<file path="src/rtl/hamming_pkg.sv">
// ---------------------------------------------------------------------------
// hamming_pkg
// Shared helpers for the Hamming / extended-Hamming (SECDED) encoder.
//   calcParW      : number of Hamming parity bits needed for a data width
//   calcCodeW     : full codeword width (data + parity + overall-parity bit)
//   posToDataIdx  : which data bit lives at a codeword position (-1 = none)
//   encodeWord    : pure combinational encoder, sized for the widest word
// ---------------------------------------------------------------------------
package hamming_pkg;

    localparam int MAX_DATA_W = 57;
    localparam int MAX_PAR_W  = 6;
    localparam int MAX_CODE_W = 64;

    // Smallest r with 2^r >= dataW + r + 1. Scanning downward leaves the
    // smallest qualifying r in the result.
    function automatic int calcParW(input int dataW);
        int r;
        r = MAX_PAR_W + 1;
        for (int i = MAX_PAR_W; i >= 1; i--) begin
            if ((1 << i) >= dataW + i + 1) begin
                r = i;
            end
        end
        return r;
    endfunction

    function automatic int calcCodeW(input int dataW);
        return dataW + calcParW(dataW) + 1;
    endfunction

    // Position 0 and the powers of two carry parity. Every other position
    // carries the next data bit in ascending order. The data index is
    // therefore the position minus one, minus the number of parity slots
    // (powers of two) that come at or below it.
    function automatic int posToDataIdx(input int pos);
        int nPow;
        if (pos <= 0) begin
            return -1;
        end
        if ((pos & (pos - 1)) == 0) begin
            return -1;
        end
        nPow = 0;
        for (int k = 0; k <= MAX_PAR_W; k++) begin
            if ((1 << k) <= pos) begin
                nPow++;
            end
        end
        return pos - 1 - nPow;
    endfunction

    // Scatter the data bits, then fill each parity slot 2^k with the XOR of
    // the data positions whose index has bit k set. Position 0 is the XOR of
    // everything else when the extended code is selected.
    function automatic logic [MAX_CODE_W-1:0] encodeWord(
        input logic [MAX_DATA_W-1:0] data,
        input int                    dataW,
        input logic                  secdedEn
    );
        logic [MAX_CODE_W-1:0] code;
        int                    parW;
        int                    codeW;
        int                    idx;
        int                    pw;
        logic                  p;
        parW  = calcParW(dataW);
        codeW = dataW + parW + 1;
        code  = '0;
        for (int pos = 1; pos < MAX_CODE_W; pos++) begin
            idx = posToDataIdx(pos);
            if (pos < codeW && idx >= 0 && idx < MAX_DATA_W) begin
                code[pos[5:0]] = data[idx[5:0]];
            end
        end
        for (int k = 0; k < MAX_PAR_W; k++) begin
            if (k < parW) begin
                p = 1'b0;
                for (int pos = 1; pos < MAX_CODE_W; pos++) begin
                    if (pos < codeW && ((pos >> k) & 1) != 0 && posToDataIdx(pos) >= 0) begin
                        p = p ^ code[pos[5:0]];
                    end
                end
                pw = 1 << k;
                code[pw[5:0]] = p;
            end
        end
        code[0] = secdedEn ? (^code) : 1'b0;
        return code;
    endfunction

endpackage

</file>
<file path="src/rtl/enc_skid_buf.sv">
// ---------------------------------------------------------------------------
// enc_skid_buf
// Two-entry first-in first-out skid buffer with a registered ready.
//   clk, reset      : clock, synchronous active-high reset
//   in_valid_i      : producer has a word on in_data_i
//   in_ready_o      : registered, high while fewer than two entries are held
//   in_data_i       : word to store
//   out_valid_o     : at least one entry held; out_data_o is the oldest
//   out_ready_i     : consumer takes the oldest entry this cycle
//   out_data_o      : oldest entry, held stable until it is taken
// ---------------------------------------------------------------------------
module enc_skid_buf #(
    parameter int WIDTH = 8
) (
    input  logic             clk,
    input  logic             reset,
    input  logic             in_valid_i,
    output logic             in_ready_o,
    input  logic [WIDTH-1:0] in_data_i,
    output logic             out_valid_o,
    input  logic             out_ready_i,
    output logic [WIDTH-1:0] out_data_o
);

    logic [WIDTH-1:0] entry_q [2];
    logic             wrPtr_q;
    logic             rdPtr_q;
    logic [1:0]       count_q;
    logic [1:0]       count_d;
    logic             inReady_q;
    logic             push;
    logic             pop;

    assign in_ready_o  = inReady_q;
    assign out_valid_o = (count_q != 2'd0);
    assign out_data_o  = entry_q[rdPtr_q];

    // Work out this cycle's transfers and the occupancy after the edge.
    // A push and a pop together leave the occupancy unchanged, which also
    // covers a simultaneous transfer while both entries are full.
    always_comb begin
        push    = in_valid_i && inReady_q;
        pop     = out_valid_o && out_ready_i;
        count_d = count_q;
        if (push && !pop) begin
            count_d = count_q + 2'd1;
        end else if (!push && pop) begin
            count_d = count_q - 2'd1;
        end
    end

    // Storage and pointers. Ready is computed from the next occupancy so
    // that it is a flop output yet still exact on every cycle.
    always_ff @(posedge clk) begin
        if (reset) begin
            entry_q   <= '{default: '0};
            wrPtr_q   <= 1'b0;
            rdPtr_q   <= 1'b0;
            count_q   <= 2'd0;
            inReady_q <= 1'b0;
        end else begin
            if (push) begin
                entry_q[wrPtr_q] <= in_data_i;
                wrPtr_q          <= ~wrPtr_q;
            end
            if (pop) begin
                rdPtr_q <= ~rdPtr_q;
            end
            count_q   <= count_d;
            inReady_q <= (count_d != 2'd2);
        end
    end

endmodule

</file>
<file path="src/rtl/hamming_secded_enc.sv">
// ---------------------------------------------------------------------------
// hamming_secded_enc
// Streaming Hamming / SECDED encoder with optional single-bit error
// injection, a two-entry output skid buffer and a completed-word counter.
//   clk, reset       : clock, synchronous active-high reset
//   in_valid/ready   : input handshake for data_in
//   data_in          : data word, bit 0 is the LSB
//   secded_en        : 1 = extended code, 0 = plain Hamming with bit 0 = 0
//   inj_en, inj_pos  : invert codeword bit inj_pos of this word
//   out_valid/ready  : output handshake for code_out
//   code_out         : codeword, bit i is Hamming position i
//   word_cnt         : completed output handshakes, wraps
// inj_pos carries one bit beyond what is needed to address the codeword so
// that an out-of-range position can be requested; such a request flips
// nothing.
// ---------------------------------------------------------------------------
module hamming_secded_enc
    import hamming_pkg::*;
#(
    parameter  int DATA_W = 4,
    parameter  int CNT_W  = 16,
    localparam int PAR_W  = calcParW(DATA_W),
    localparam int CODE_W = DATA_W + PAR_W + 1,
    localparam int INJ_W  = $clog2(CODE_W) + 1
) (
    input  logic              clk,
    input  logic              reset,
    input  logic              in_valid,
    output logic              in_ready,
    input  logic [DATA_W-1:0] data_in,
    input  logic              secded_en,
    input  logic              inj_en,
    input  logic [INJ_W-1:0]  inj_pos,
    output logic              out_valid,
    input  logic              out_ready,
    output logic [CODE_W-1:0] code_out,
    output logic [CNT_W-1:0]  word_cnt
);

    logic [MAX_DATA_W-1:0] dataWide;
    logic [CODE_W-1:0]     codeInj;
    logic [CNT_W-1:0]      wordCnt_q;
    logic [CNT_W-1:0]      wordCnt_d;

    // Encode the incoming word, then apply the injected flip last so the
    // overall-parity bit is computed over the clean codeword and the stored
    // word carries exactly one error.
    always_comb begin
        dataWide               = '0;
        dataWide[DATA_W-1:0]   = data_in;
        codeInj                = CODE_W'(encodeWord(dataWide, DATA_W, secded_en));
        for (int i = 0; i < CODE_W; i++) begin
            if (inj_en && inj_pos == INJ_W'(i)) begin
                codeInj[i] = ~codeInj[i];
            end
        end
    end

    enc_skid_buf #(
        .WIDTH (CODE_W)
    ) u_buf (
        .clk         (clk),
        .reset       (reset),
        .in_valid_i  (in_valid),
        .in_ready_o  (in_ready),
        .in_data_i   (codeInj),
        .out_valid_o (out_valid),
        .out_ready_i (out_ready),
        .out_data_o  (code_out)
    );

    // Count every completed output handshake; natural wrap at 2^CNT_W.
    always_comb begin
        wordCnt_d = wordCnt_q;
        if (out_valid && out_ready) begin
            wordCnt_d = wordCnt_q + CNT_W'(1);
        end
    end

    always_ff @(posedge clk) begin
        if (reset) begin
            wordCnt_q <= '0;
        end else begin
            wordCnt_q <= wordCnt_d;
        end
    end

    assign word_cnt = wordCnt_q;

endmodule

</file>
<file path="config.mk">
export PLATFORM = sky130hd
export DESIGN_NAME = hamming_secded_enc
export DESIGN_NICKNAME = d
export VERILOG_FILES = /design/src/rtl/hamming_pkg.sv /design/src/rtl/enc_skid_buf.sv /design/src/rtl/hamming_secded_enc.sv
export SDC_FILE = /design/constraint.sdc
export NUM_CORES = 1
export LEC_CHECK = 0
export CORE_UTILIZATION = 25
export DETAILED_ROUTE_END_ITERATION = 16
export PLACE_DENSITY = 0.42
export SYNTH_ARGS = -nofsm -noshare
export SYNTH_HDL_FRONTEND = slang
export SYNTH_SLANG_ARGS = --single-unit
</file>
<file path="constraint.sdc">
create_clock -name clk -period 1.9 [get_ports clk]
set_input_delay 0.285 -clock clk [delete_from_list [all_inputs] [get_ports clk]]
set_output_delay 0.285 -clock clk [all_outputs]
set_load 0.005 [all_outputs]
</file>
Word level (Yosys, flattened, before mapping)
Cells that the tools add are included.

Memories: 0. Latch bits: 0. Word-level logic and storage cells: 74. Bits of input ports: 14. Register bits after elaboration: 37. Memory bits (writable): 0. Output and inout bits: 26. Memory bits (read-only): 0.

Bitwise logic cells: 18. Add/sub/neg operators: 3. Multiplexer cells: 17. Reductions and logical operators: 18. Magnitude comparators: 3. $mul: 0. Shifts and indexed selects: 0. Eq/ne operators: 8. Div/mod/pow operators: 0.

Operator list (count): XOR reduction 64 bit (1); 2-to-1 mux 8 bit (4); adder 16 x 1 -> 16 bit, second input constant (1); bitwise mux 16 bit (1); == test 4 x 3 -> 1 bit, second input constant (4); logical AND 1 bit (13); NOT 1 bit (10); 2-to-1 mux 1 bit (9); demux 8 bit (select 1 bit) (1); == test 4 x 2 -> 1 bit, second input constant (2); bitwise XOR 1 bit (6); == test 4 x 1 -> 1 bit, second input constant (1); >= comparator 2 bit, second input constant (2); logical NOT 4 bit (1); 2-to-1 mux 2 bit (2); NOT 1 -> 2 bit (2); adder 2 x 1 -> 2 bit, second input constant (1); logical NOT 1 bit (2); < comparator 2 x 1 -> 1 bit, second input constant (1); inequality test 2 bit, second input constant (1); nonzero test 2 bit (1); subtractor 2 x 1 -> 2 bit, second input constant (1).

Longest topological paths before layout
Depth after elaboration: 7. Gate-level depth with buffers: 7. Depth with buffers taken out: 6.

Cells and area by module
A second synthesis with hierarchy kept.

Cells, all modules: 209. Area total of the unflattened synthesis: 1843.0 um^2.

Modules (own cells, without submodules): enc_skid_buf (area each 924.6 um^2, cells each 98, sequential area each 420.4 um^2, instances 1); hamming_secded_enc (area each 918.4 um^2, cells each 111, sequential area each 320.3 um^2, instances 1).

Worst setup path after synthesis
Ideal clock, no wire load.

Path type: register -> register. From: register u_buf.count_q[0]. To: register wordCnt_q[15], in the netlist word_cnt[15]. Cell stages (with the launch flop): 8. Data required time: 1.829 ns. Buffers on the path: 1. Arrival: 1.599 ns. Slack: 0.230 ns. Setup time: 0.071 ns. Period minus slack after synthesis: 1.670 ns. Cell sequence: dfxtp_1 -> inv_1 -> ha_1 -> and4b_1 -> buf_6 -> nand2_2 -> or4b_1 -> a21oi_1.

Longest elaborated chain between the ends: 2.

Ends and longest elaborated chain: from (decl) (RTL line enc_skid_buf.sv:28) `logic [1:0] count_q;`; from (signal assigned) (RTL line enc_skid_buf.sv:69) `count_q <= count_d;`; nonzero test 2 bit (RTL line enc_skid_buf.sv:35) `assign out_valid_o = (count_q != 2'd0);`; logical AND 1 bit (RTL line hamming_secded_enc.sv:75) `if (out_valid && out_ready) begin`; to (signal assigned) (RTL line hamming_secded_enc.sv:84) `wordCnt_q <= wordCnt_d;`; to (decl) (RTL line hamming_secded_enc.sv:42) `logic [CNT_W-1:0] wordCnt_q;`.

Every way passes these cells. A chain may end at the register's enable or synchronous reset.

Final worst setup path
From: register u_buf.rdPtr_q. To: output port code_out[4].

Longest elaborated chain between the ends: 4.

Ends and longest elaborated chain: from (decl) (RTL line enc_skid_buf.sv:27) `logic rdPtr_q;`; from (signal assigned) (RTL line enc_skid_buf.sv:67) `rdPtr_q <= ~rdPtr_q;`; NOT 1 -> 2 bit (not written as such) (RTL line enc_skid_buf.sv:36) `assign out_data_o = entry_q[rdPtr_q];`; 2-to-1 mux 8 bit (not written as such) (3 in series) (RTL line enc_skid_buf.sv:36); to (decl) (RTL line hamming_secded_enc.sv:36) `output logic [CODE_W-1:0] code_out,`.

Every way passes these cells. The select of a mux whose other input is x is not followed.

==> results.tsv <==
metric	value	unit
status	completed	
maxCapViolations	0	
ios	40	
wl_met3	200	µm
die_h	86.5	µm
clk_pin_slew	80	ps
dr.first_iter.drc_count	64	
gr-total-overflow	0	
drv_slew	0	
cts_tree	yes	
ys_warn_count	0	
port_buffers	39	
nets	266	
finalClockSkew	5.06	ps
synth_most_common_cell	dfxtp_1	
nFillCells	734	
max-slew-margin-rel	0.414	
fp-row-count	30	
syn_area_per_cell	8.96	µm²
place.gp.congestion	0.716	
finalCritPeriodShare	0.961	
drive_above_1_share	0.143	
drc_errors	0	
htreeDepth	2	
cp.arrival	1540	ps
wl_met2	1890	µm
grt_max_degree	26	
synth_edf_count	0	
async_flop_share	0	
p_leak	0.875	nW
r2r-end	word_cnt[15]$_SDFFE_PP0P_	
antenna_found_initial	0	
start_util	0.261	
critPathSlowestCell	clkdlybuf4s50_1	
hold_buffers	0	
synth_fp_nets	215	
syn_area	0.00178	mm²
crit_path_start_kind	flip-flop	
path_class	flip-flop to primary output	
n_antenna_cell	0	
clock-sinks	37	
worst_pin_slew	875	ps
postCtsResizedCells	0	
post-cts-setup-buffers	0	
worstRegToRegCells	6	
worst_slack	74.8	ps
grt_use_total	0.127	
avgRoutedWirePerCell	12.1	µm
dpl.cell_count	339	
max_freq	548	MHz
cp.required	1620	ps
setup_viol	0	
hold_end	u_buf.entry_q[2]$_SDFFE_PP0P_	
ys.flop_type	dfxtp_1	
viasPerCell	4.48	
synth_top_area_share	0.415	
ff_latch_area	742	µm²
grt_pass1_vias	1525	
die_w	86.5	µm
ys_top_cells_by_count	dfxtp_1 (37), nor2_1 (29), xnor2_1 (17), nand2_1 (15)	
crit_path_end_kind	primary output	
crit_fanout	6	
dp_hpwl	3080	µm
final.setup.tns	0	ps
place_ws	111	ps
fin_crit	1830	ps
hold_path_class	flip-flop to flip-flop	
cpPeakStageDelay	450	ps
clock_path_buffers	2	
yosys.area.top_type	dfxtp_1	
area_growth	39.4	%
ant_nets	0	
worstSkewPairLatency	290	ps
fin_cells	347	
min_path_cells	2	
crit_chain	buf_6, mux2_2, clkdlybuf4s50_1	
synthCells	199	
rsz0062_at_grt	false	
numCtsBuffers	5	
min-delay-start	u_buf.entry_q[2]$_SDFFE_PP0P_	
synth.distinct_cells	37	
finalWirelength	4190	µm
peakVddDrop	0.000322	V
p_per_area	1000	mW/mm²
hold_violations	0	
vias	1553	
seq_area_frac_synth	0.415	
synth_seq_cells	37	
yosys-top-cells-area	dfxtp_1 (42%), xnor2_1 (8.4%), nor2_1 (6.1%)	
critPathTopFamily	buffers and inverters	
fin_hold_ws	458	ps
highest-signal-layer	met4	
coreArea	0.00683	mm²
ctsRootBufferMaster	clkbuf_8	
grt_pass1_wl	7370	µm
path_buf_inv	2	
multi_input_area	985	µm²
dieArea	0.00747	mm²
timing.rr.start	u_buf.count_q[0]$_SDFF_PP0_	
dr.pass1.iters	4	
regToRegSetupSlack	150	ps
wl_met1	2030	µm
## worst min-delay path: cells and delay by family, from the launching register on
kind / cells / cell delay (ps)
AOI/OAI and AO/OA: 1 / 60
DFF: 1 / 330
and+or+nand+nor: 1 / 40
## final cells by class
type,instances,area share
tap,96,0.0483
inverter,5,0.00755
clock inverter,3,0.0262
multi-input combinational,150,0.396
clock buffer,5,0.0277
timing repair buffer,51,0.196
sequential,37,0.298
## sequential cells by signal (all words and copies together), names as in the netlist
name              flops
u_buf.entry_q        16
word_cnt             16
u_buf.count_q         2
u_buf.in_ready_o      1
u_buf.rdPtr_q         1
u_buf.wrPtr_q         1
## metrics by stage
step	power (mW)	util	cell area, µm²
floorplan	1.37	-	1780
finish	2.49	0.364	2490
global placement	1.68	0.343	2340
CTS	2.51	0.363	2480
global route	2.66	0.364	2490
detailed placement	1.69	0.343	2340
## layer usage
| layer | GRT usage | vias up |
|---|---|---|
| met3 | 0.0352 | 6 |
| met1 | 0.157 | 698 |
| li1 | - | 802 |
| met4 | 0.0500 | 0 |
| met2 | 0.208 | 47 |
| met5 | 0 | - |
## where the power goes
group,switching (mW),internal [mW],total (mW)
registers,0.0665,0.871,0.938
logic,0.333,0.403,0.736
clock network,0.290,0.522,0.812
## cells by family (layout without fill, tap and decap cells)
logic type / after synthesis / in the layout / share of synthesized area
AOI/OAI and AO/OA: 29 / 29 / 0.0990
xor gates and xnor gates: 29 / 29 / 0.142
adders and majority gates: 2 / 2 / 0.0140
buffers and inverters: 12 / 64 / 0.0323
DFF: 37 / 37 / 0.415
muxes: 10 / 10 / 0.0625
and+or+nand+nor: 80 / 80 / 0.234
## worst max-delay path by stage
stage / from / endpoint / slack [ps] / cells after the start
6_report: u_buf.rdPtr_q$_SDFFE_PP0P_ / code_out[4] / 70 / 3
3_5_place_dp: out_ready / word_cnt[15]$_SDFFE_PP0P_ / 110 / 5
2_1_floorplan: u_buf.count_q[0]$_SDFF_PP0_ / word_cnt[15]$_SDFFE_PP0P_ / 230 / 7
4_1_cts: u_buf.rdPtr_q$_SDFFE_PP0P_ / code_out[5] / 10 / 3
5_1_grt: u_buf.count_q[0]$_SDFF_PP0_ / out_valid / 5 / 4
3_3_place_gp: data_in[1] / u_buf.entry_q[8]$_SDFFE_PP0P_ / 130 / 5
## cells in the final DEF (no fill, tap or decap), types with 2 or more instances in the layout
master | synthesis | routed
a211oi_1 | 8 | 8
a21oi_1 | 5 | 5
and4_4 | 2 | 2
buf_4 | 1 | 11
bufinv_16 | 0 | 2
clkbuf_8 | 0 | 5
clkdlybuf4s50_1 | 0 | 38
dfxtp_1 | 37 | 36
ha_1 | 2 | 2
inv_1 | 5 | 5
mux2_2 | 9 | 9
nand2_1 | 15 | 15
nand3_1 | 4 | 4
nand3b_1 | 5 | 5
nand4_1 | 7 | 7
nor2_1 | 29 | 29
nor3_1 | 4 | 4
nor3b_1 | 3 | 3
o21ai_0 | 12 | 12
xnor2_1 | 17 | 17
xor2_1 | 12 | 12
No activity file was read; power rests on OpenSTA's default activity.
